## src/rtl/reset_sequencer.sv

```systemverilog
// reset_sequencer
//   Orders reset release across the FPGA reset domains once the PLL is locked.
//   It first waits for the synchronized lock to stay high for LOCK_WAIT cycles.
//   It then releases the per-domain active-low resets one stage at a time,
//   STAGE_GAP cycles apart, with stage 0 first.
//   A software warm reset holds every stage low for SOFT_HOLD cycles. The
//   stages are then re-released without repeating the lock wait, and the
//   request is acknowledged with a one-cycle pulse.
//   Losing lock after sequencing has started drops every stage immediately and
//   sets a sticky flag.
//
// Ports
//   clk_24MHz     sole clock
//   rst_n         asynchronous active-low reset, clears all state
//   pll_locked    PLL lock, asynchronous, synchronized internally (2 flops)
//   soft_rst_req  warm reset request, honoured only while in RUN
//   lock_lost_clr clears the sticky lock_lost flag
//   rst_n_stage   per-domain active-low resets (registered)
//   seq_done      high while every stage is released (RUN)
//   soft_rst_ack  one-cycle pulse when a warm reset completes
//   lock_lost     sticky: lock dropped after sequencing had started
//   seq_state     current FSM state code, for debug
module reset_sequencer #(
  parameter int NUM_STAGES = 3,
  parameter int LOCK_WAIT  = 240,
  parameter int STAGE_GAP  = 24,
  parameter int SOFT_HOLD  = 48,
  parameter int CNT_W      = 16
) (
  input  logic                  clk_24MHz,
  input  logic                  rst_n,
  input  logic                  pll_locked,
  input  logic                  soft_rst_req,
  input  logic                  lock_lost_clr,
  output logic [NUM_STAGES-1:0] rst_n_stage,
  output logic                  seq_done,
  output logic                  soft_rst_ack,
  output logic                  lock_lost,
  output logic [2:0]            seq_state
);

  localparam int IDX_W = (NUM_STAGES > 1) ? $clog2(NUM_STAGES) : 1;

  localparam logic [CNT_W-1:0] LOCK_LAST = CNT_W'(LOCK_WAIT - 1);
  localparam logic [CNT_W-1:0] GAP_LAST  = CNT_W'(STAGE_GAP - 1);
  localparam logic [CNT_W-1:0] HOLD_LAST = CNT_W'(SOFT_HOLD - 1);
  localparam logic [IDX_W-1:0] IDX_LAST  = IDX_W'(NUM_STAGES - 1);

  typedef enum logic [2:0] {
    ST_WAIT_LOCK = 3'd0,
    ST_STABLE    = 3'd1,
    ST_RELEASE   = 3'd2,
    ST_RUN       = 3'd3,
    ST_SOFT_HOLD = 3'd4
  } state_t;

  state_t           state;
  logic             lock_meta;
  logic             lock_s;
  logic [CNT_W-1:0] cnt;
  logic [IDX_W-1:0] idx;
  logic             soft_pending;
  logic             sequencing;

  assign seq_state  = state;
  // Lock loss counts only once stages are being released or already held.
  assign sequencing = (state == ST_RELEASE) || (state == ST_RUN) ||
                      (state == ST_SOFT_HOLD);

  // Two-flop synchronizer. pll_locked is asynchronous to clk_24MHz.
  always_ff @(posedge clk_24MHz or negedge rst_n) begin
    if (!rst_n) begin
      lock_meta <= 1'b0;
      lock_s    <= 1'b0;
    end else begin
      lock_meta <= pll_locked;
      lock_s    <= lock_meta;
    end
  end

  // Sequencer FSM. The counter is shared between the lock wait, the stage gap
  // and the soft-reset hold, because only one of them is active at a time.
  // Lock loss is checked before anything else, so it beats a soft request or
  // counter expiry that happens in the same cycle. The sticky-flag clear is
  // written first so that a set in the same cycle overrides it.
  always_ff @(posedge clk_24MHz or negedge rst_n) begin
    if (!rst_n) begin
      state        <= ST_WAIT_LOCK;
      cnt          <= '0;
      idx          <= '0;
      soft_pending <= 1'b0;
      rst_n_stage  <= '0;
      seq_done     <= 1'b0;
      soft_rst_ack <= 1'b0;
      lock_lost    <= 1'b0;
    end else begin
      soft_rst_ack <= 1'b0;
      if (lock_lost_clr) lock_lost <= 1'b0;

      if (sequencing && !lock_s) begin
        state        <= ST_WAIT_LOCK;
        cnt          <= '0;
        idx          <= '0;
        soft_pending <= 1'b0;
        rst_n_stage  <= '0;
        seq_done     <= 1'b0;
        lock_lost    <= 1'b1;
      end else begin
        case (state)
          ST_WAIT_LOCK: begin
            rst_n_stage <= '0;
            seq_done    <= 1'b0;
            cnt         <= '0;
            if (lock_s) state <= ST_STABLE;
          end

          ST_STABLE: begin
            if (!lock_s) begin
              state <= ST_WAIT_LOCK;
              cnt   <= '0;
            end else if (cnt == LOCK_LAST) begin
              state <= ST_RELEASE;
              cnt   <= '0;
              idx   <= '0;
            end else begin
              cnt <= cnt + CNT_W'(1);
            end
          end

          // The last stage, seq_done and a pending ack all appear on the same
          // edge, so the ack lines up with the first seq_done cycle.
          ST_RELEASE: begin
            if (cnt == GAP_LAST) begin
              rst_n_stage[idx] <= 1'b1;
              cnt              <= '0;
              idx              <= idx + IDX_W'(1);
              if (idx == IDX_LAST) begin
                state        <= ST_RUN;
                seq_done     <= 1'b1;
                idx          <= '0;
                soft_rst_ack <= soft_pending;
                soft_pending <= 1'b0;
              end
            end else begin
              cnt <= cnt + CNT_W'(1);
            end
          end

          ST_RUN: begin
            rst_n_stage <= '1;
            seq_done    <= 1'b1;
            if (soft_rst_req) begin
              state        <= ST_SOFT_HOLD;
              rst_n_stage  <= '0;
              seq_done     <= 1'b0;
              cnt          <= '0;
              soft_pending <= 1'b1;
            end
          end

          // Lock is already proven here, so the warm reset goes straight back
          // to releasing the stages.
          ST_SOFT_HOLD: begin
            if (cnt == HOLD_LAST) begin
              state <= ST_RELEASE;
              cnt   <= '0;
              idx   <= '0;
            end else begin
              cnt <= cnt + CNT_W'(1);
            end
          end

          default: begin
            state        <= ST_WAIT_LOCK;
            cnt          <= '0;
            idx          <= '0;
            soft_pending <= 1'b0;
            rst_n_stage  <= '0;
            seq_done     <= 1'b0;
          end
        endcase
      end
    end
  end

endmodule

```

## config.mk

```make
export PLATFORM = sky130hd
export DESIGN_NAME = reset_sequencer
export DESIGN_NICKNAME = d
export VERILOG_FILES = /design/src/rtl/reset_sequencer.sv
export SDC_FILE = /design/constraint.sdc
export NUM_CORES = 1
export LEC_CHECK = 0
export CORE_MARGIN = 4
export CORE_UTILIZATION = 50
export CTS_CLUSTER_DIAMETER = 50
export DETAILED_ROUTE_END_ITERATION = 12
export DONT_BUFFER_PORTS = 1
export PLACE_DENSITY = 0.65
export REMOVE_ABC_BUFFERS = 1
export SLEW_MARGIN = 20
export SYNTH_ARGS = -nofsm -noshare
export SYNTH_HDL_FRONTEND = slang
export SYNTH_SLANG_ARGS = --single-unit
```

## constraint.sdc

```tcl
create_clock -name clk_24MHz -period 2.2 [get_ports clk_24MHz]
set_input_delay 0.44 -clock clk_24MHz [delete_from_list [all_inputs] [get_ports clk_24MHz]]
set_output_delay 0.44 -clock clk_24MHz [all_outputs]
set_load 0.01 [all_outputs]
```

==> results.md, run 1 <==
* #FFs+latches synth at 30
* FP Rows at 20
* Htree depth at 2
* DP Worst Slack at 121.7 ps
* FILL cells at 287
* Avg Synthesized Cell Area at 9.289 sq um
* CTS tree: built
* Post-synth top cells: dfrtp_1, nor2_1, nand2_1, nand3_1, o21ai_1
* Initial antenna violation count at 0
* Clock Latency Late Sink at 330 ps
* Pin slew with the least headroom to its limit at 339.3 ps
* Post-route setup TNS at 0 ps
* CORE AREA at 3153 sq um
* Syn-to-layout area delta at 9.737%
* Post-Syn Area at 1709 sq um
* Crit share post-route at 93.44%
* Most numerous cell in the Yosys netlist: dfrtp_1
* Pleak at 0.8146 nW
* Worst Path Class, Setup: reg2reg
* Post-DP HPWL at 2486 um
* Share of cells above drive strength 1 at 11.40%
* TritonRoute pass-1 iters at 4
* FFs w/ async S/R, synth at 100.0%
* Maximum clock path buffer count at 2
* Post-synthesis sequential area ratio at 43.92%
* Total Routing Usage GR at 18.30%
* Worst ir drop on vdd at 0.3103 mV
* CP Data Required Time at 2470 ps
* Hold Crit Class: in2reg
* Maxcap violations at 0
* ANT nets after route at 0
* Worst slew margin relative to its limit at 77.14%
* Largest net degree at the start of global routing at 31
* Initial Util at 54.21%
* PnR Total Power at 1.613 mW
* Number of synthesis warnings at 0
* Placer Congestion at 0.9085
* Vias in the first global route at 1352
* Ys flop type: dfrtp_1
* # diodes at 0
* Die Wd at 66.47 um
* Cells after Synth at 184
* Post-synth top area share at 43.92%
* Inserted Clock Buffers at 5
* Clk slew on worst S/H paths at 90 ps
* Io pins at 14
* Status: completed
* Clk sinks at 30
* Routed via count at 1410
* Max frequency at 0.4865 GHz
* Top cells by area, synth: dfrtp_1, nand3_1, nor2_1
* Critical Path Source: cnt[0]$_DFFE_PN0N_
* Max-slew violations at 0
* Crit end category: register
* Area of the multi-input gates at 915.9 sq um
* Endpoints failing hold at 0
* Remaining DRCs at 0
* Final setup violation count at 0
* Global-route wire length before repair at 6099 um
* FF+latch area at 750.7 sq um
* Post-Route WL at 3449 um
* R2R setup slack at 140 ps
* Final WS setup at 144.3 ps
* Crit-path max FO at 17
* EDFF count, synth at 0
* Die ar. at 4418 sq um
* Count of cell types in the netlist at 41
* Leading area contributor after synthesis: dfrtp_1
* Final-stage net count at 199
* Grt ovf at 0
* R2R Path Start: cnt[0]$_DFFE_PN0N_
* Worst Clk Skew at 9.599 ps
* Crit path time final at 2056 ps
* Via density per instance at 5.949
* Hold Crit Start: pll_locked
* Worst Path Arrival at 2320 ps
* Drt initial violations at 98
* Die height at 66.47 um
* CP startpoint kind: register
* Unrepaired setup endpoints after global routing: false
* Power per cell area at 859.7 nW/um^2
* Drt wl/cell at 14.55 um
* Clk root buf: clkbuf_4
* Port bufs at 0
cell families (layout without fill, tap and decap cells):
kind of cell / Yosys count / in the layout / share of synthesized area (%)
simple gates: 89 / 89 / 30.02
xor+xnor: 3 / 3 / 1.538
mux: 4 / 4 / 2.562
buf+inv: 10 / 19 / 2.855
fa+ha+maj: 1 / 1 / 0.7319
flops: 30 / 30 / 43.92
compound gates: 47 / 47 / 18.37
worst max-delay path, stage by stage, from the launching register on:
cell       delay, ps
dfrtp_1          420
ha_1             260
and4_1           200
and4_1           230
o2bb2ai_2        200
o21ai_4           90
buf_12           160
or3_1            340
nand3_1           90
sequential cells by signal, summed over array words and instances (netlist names):
name	cells
lock_meta	1
lock_lost	1
seq_state	3
soft_pending	1
idx	2
cnt	16
rst_n_stage	3
lock_s	1
seq_done	1
soft_rst_ack	1
power by group:
part           internal, mW  switching [mW]
Clock                 0.115           0.184
Combinational         0.250           0.333
Sequential            0.624           0.106
layout make-up:
type	count	area share, %
multi-input combinational	144	48.83
tap	44	2.935
clock buffer	5	2.001
inverter	3	0.6004
sequential	30	40.03
clock inverter	2	0.5337
timing repair buffer	9	5.070
layer usage:
layer  GRT usage (%)  up-vias  wire, um
met1           23.50      662      1610
met5               0        -         0
met3           6.239       10       230
li1                -      687         -
met4           7.107        0        74
met2           28.25       51      1533
through the flow:
stage,utilization [%],instance area [sq um],cells,hold slack (ps)
floorplan,-,1672,177,144.4
finish,59.48,1876,237,139.6
global placement,56.19,1772,227,145.1
global route,59.48,1876,237,104.8
CTS,58.65,1849,236,127.1
detailed placement,56.19,1772,227,145.2
repair_timing:
item,in CTS,in global routing
setup endpoints to repair,0,8
endpoints found under the hold margin,30,0
resized for setup,0,2
buffers inserted,0,1
hold buffers,2,0
placed cells by master, fill, tap and decap left out, types with 2 or more instances in the layout:
cell type  Yosys  layout
o21ai_0        7       7
buf_12         0       2
dfrtp_1       30      30
clkbuf_4       0       5
clkinv_2       0       2
nor2b_1        5       5
a21oi_1        7       7
nand3_1       15      15
xor2_1         2       2
and4bb_1       2       2
nand2_1       15      15
buf_4          0       6
nor3_1         6       5
o311ai_1       2       2
nor2_1        18      18
mux2_1         3       3
a22o_1         6       6
o21ai_1       10      10
nor4_1         2       2
nor3b_1        3       3
o22ai_1        2       2
and2_1         3       3
nand2b_1       6       6
or3_1          3       3
a21o_1         2       2
and4_1         3       3
o21a_1         6       5
a31oi_1        2       2
inv_1          3       3
nor4_4         2       2
path summary, 6_finish.rpt:
check                                           endpoint  cells after the start
worst max register to register        cnt[3]$_DFFE_PN0N_                      8
max in group asynchronous       seq_state[0]$_DFFE_PN0P_                      2
worst min register to register          lock_s$_DFF_PN0_                      0
worst min-delay path                 lock_meta$_DFF_PN0_                      0
min in group asynchronous           seq_done$_DFFE_PN0P_                      2
worst max-delay path                  cnt[3]$_DFFE_PN0N_                      8
Note: power is estimated with default switching activity, not from simulation.
==> run 2: changes to the inputs <==
- CORE_MARGIN: 4 -> unset
==> run 2 against run 1 <==
Routed wire length about the same. Non-clock buffer count grew 1. Design area increased by 0.33%. Flip-flop and latch count is the same. First-iteration DRC count increased by 5.1%. Via count down 0.21%. Total power increased by 0.99%. Setup slack improved by 1.7 ps. Maximum frequency about the same. Clock skew down 2.2 ps. Die area down 17%. Critical path type unchanged.
==> results.md, run 2 (synthesis results as in run 1) <==
* Global-route wire length before repair at 5789 um
* Port bufs at 0
* Remaining DRCs at 0
* Worst Clk Skew at 7.433 ps
* Worst Path Class, Setup: reg2reg
* Crit-path max FO at 16
* Final setup violation count at 0
* Pin slew with the least headroom to its limit at 378.4 ps
* Status: completed
* Largest Register: cnt
* Worst ir drop on vdd at 0.4687 mV
* Drt initial violations at 103
* Io pins at 14
* Hold Crit Class: in2reg
* Inserted Clock Buffers at 5
* Initial antenna violation count at 0
* Worst Path Arrival at 2280 ps
* Total Routing Usage GR at 21.75%
* TritonRoute pass-1 iters at 4
* Endpoints failing hold at 0
* Die height at 60.47 um
* Clk slew on worst S/H paths at 90 ps
* Logic pwr share at 37.3%
* Clk sinks at 30
* PnR Total Power at 1.629 mW
* Post-DP HPWL at 2452 um
* CORE AREA at 3153 sq um
* Die Wd at 60.47 um
* Power per cell area at 865.4 nW/um^2
* Sw power at 0.6299 mW
* Placer Congestion at 0.9232
* Crit-path max cell delay at 410 ps
* Dominant cell type by count on the critical path: and4_1
* Share of cells above drive strength 1 at 11.86%
* FP Rows at 20
* Max-slew violations at 0
* Sequential share of power at 44.2%
* Crit path time final at 2054 ps
* Max FFs per register at 16
* Maxcap violations at 0
* Critical Path, Cell by Cell: ha_1, and4_1, and4_1, o2bb2ai_2, o21ai_4, buf_12, buf_4, o311ai_1
* Post-Route WL at 3448 um
* Clk root buf: clkbuf_4
* Die ar. at 3656 sq um
* Initial Util at 54.21%
* Largest net degree at the start of global routing at 31
* Commonest cells after routing, fill and taps aside: dfrtp_1, nor2_1, nand3_1, nand2_1, o21ai_1
* Final-stage net count at 200
* Clock Latency Late Sink at 330 ps
* Routed via count at 1407
* Maximum clock path buffer count at 2
* Crit end category: register
* Sw frac at 38.68%
* CTS tree: built
* Commonest non-fill, non-tap cell in the layout: dfrtp_1
* Int Pwr at 0.9987 mW
* Drt wl/cell at 14.49 um
* Grt ovf at 0
* Syn-to-layout area delta at 10.10%
* Crit-path slowest cell: dfrtp_1
* Clock network fraction of total power at 18.5%
* Vias in the first global route at 1309
* ANT nets after route at 0
* Htree depth at 2
* CP startpoint kind: register
* Via density per instance at 5.912
* # diodes at 0
* Post-route setup TNS at 0 ps
* Worst slew margin relative to its limit at 74.58%
* Max frequency at 0.4869 GHz
* Unrepaired setup endpoints after global routing: false
* CP Data Required Time at 2430 ps
* Pleak at 0.8194 nW
* Crit share post-route at 93.36%
==> run 2: power by group through the flow <==
stage	sequential, mW	combinational (mW)	clock (mW)
finish	0.719	0.608	0.302
global placement	0.726	0.533	0
global route	0.734	0.678	0.327
detailed placement	0.731	0.541	0
floorplan	0.733	0.392	0
CTS	0.719	0.561	0.309
==> run 2: repair_timing <==
item	CTS	global route
setup endpoints to repair	0	8
endpoints found under the hold margin	30	0
resized for setup	0	2
buffers inserted	0	2
hold buffers	2	0
==> run 2: worst paths after layout <==
path                                      from                         end  slack, ps  depth (start not counted)
setup / recovery            cnt[0]$_DFFE_PN0N_          cnt[9]$_DFFE_PN0N_        150                          8
hold / removal                      pll_locked         lock_meta$_DFF_PN0_        130                          0
setup reg to reg            cnt[0]$_DFFE_PN0N_          cnt[9]$_DFFE_PN0N_        150                          8
hold reg to reg            lock_meta$_DFF_PN0_            lock_s$_DFF_PN0_        370                          0
max in group asynchronous                rst_n          cnt[3]$_DFFE_PN0N_       1480                          2
min in group asynchronous                rst_n  rst_n_stage[0]$_DFFE_PN0P_        540                          2
==> run 2: through the flow <==
step | instance area, sq um | setup slack [ps] | hold WS, ps | std cells | utilization, %
final | 1882 | 146.0 | 132.3 | 238 | 59.68
after global routing | 1882 | 23.71 | 108.2 | 238 | 59.68
after CTS | 1849 | 78.88 | 117.1 | 236 | 58.65
after detailed placement | 1772 | 76.59 | 145.1 | 227 | 56.19
after global placement | 1772 | 172.9 | 145.0 | 227 | 56.19
after floorplan | 1672 | 338.1 | 144.4 | 177 | -
==> run 2: cell type report <==
class / instances / area, sq um
clock buffer: 5 / 37.54
timing repair buffer: 10 / 102.6
clock inverter: 2 / 10.01
tap: 44 / 55.05
fill: 285 / 1271
multi-input combinational: 144 / 914.6
inverter: 3 / 11.26
sequential: 30 / 750.7
==> run 2: per-layer routing <==
layer	global-route usage, %	part of all wire [%]
met2	34.85	46
met5	0	0
met1	27.14	47
met4	10.71	2.2
met3	5.970	4.3
==> run 2: worst max-delay path: cells and delay by family, from the launching register on <==
family          cells  cell delay, ps
fa+ha+maj           1             260
flops               1             410
simple gates        2             440
buf+inv             2             290
compound gates      3             550
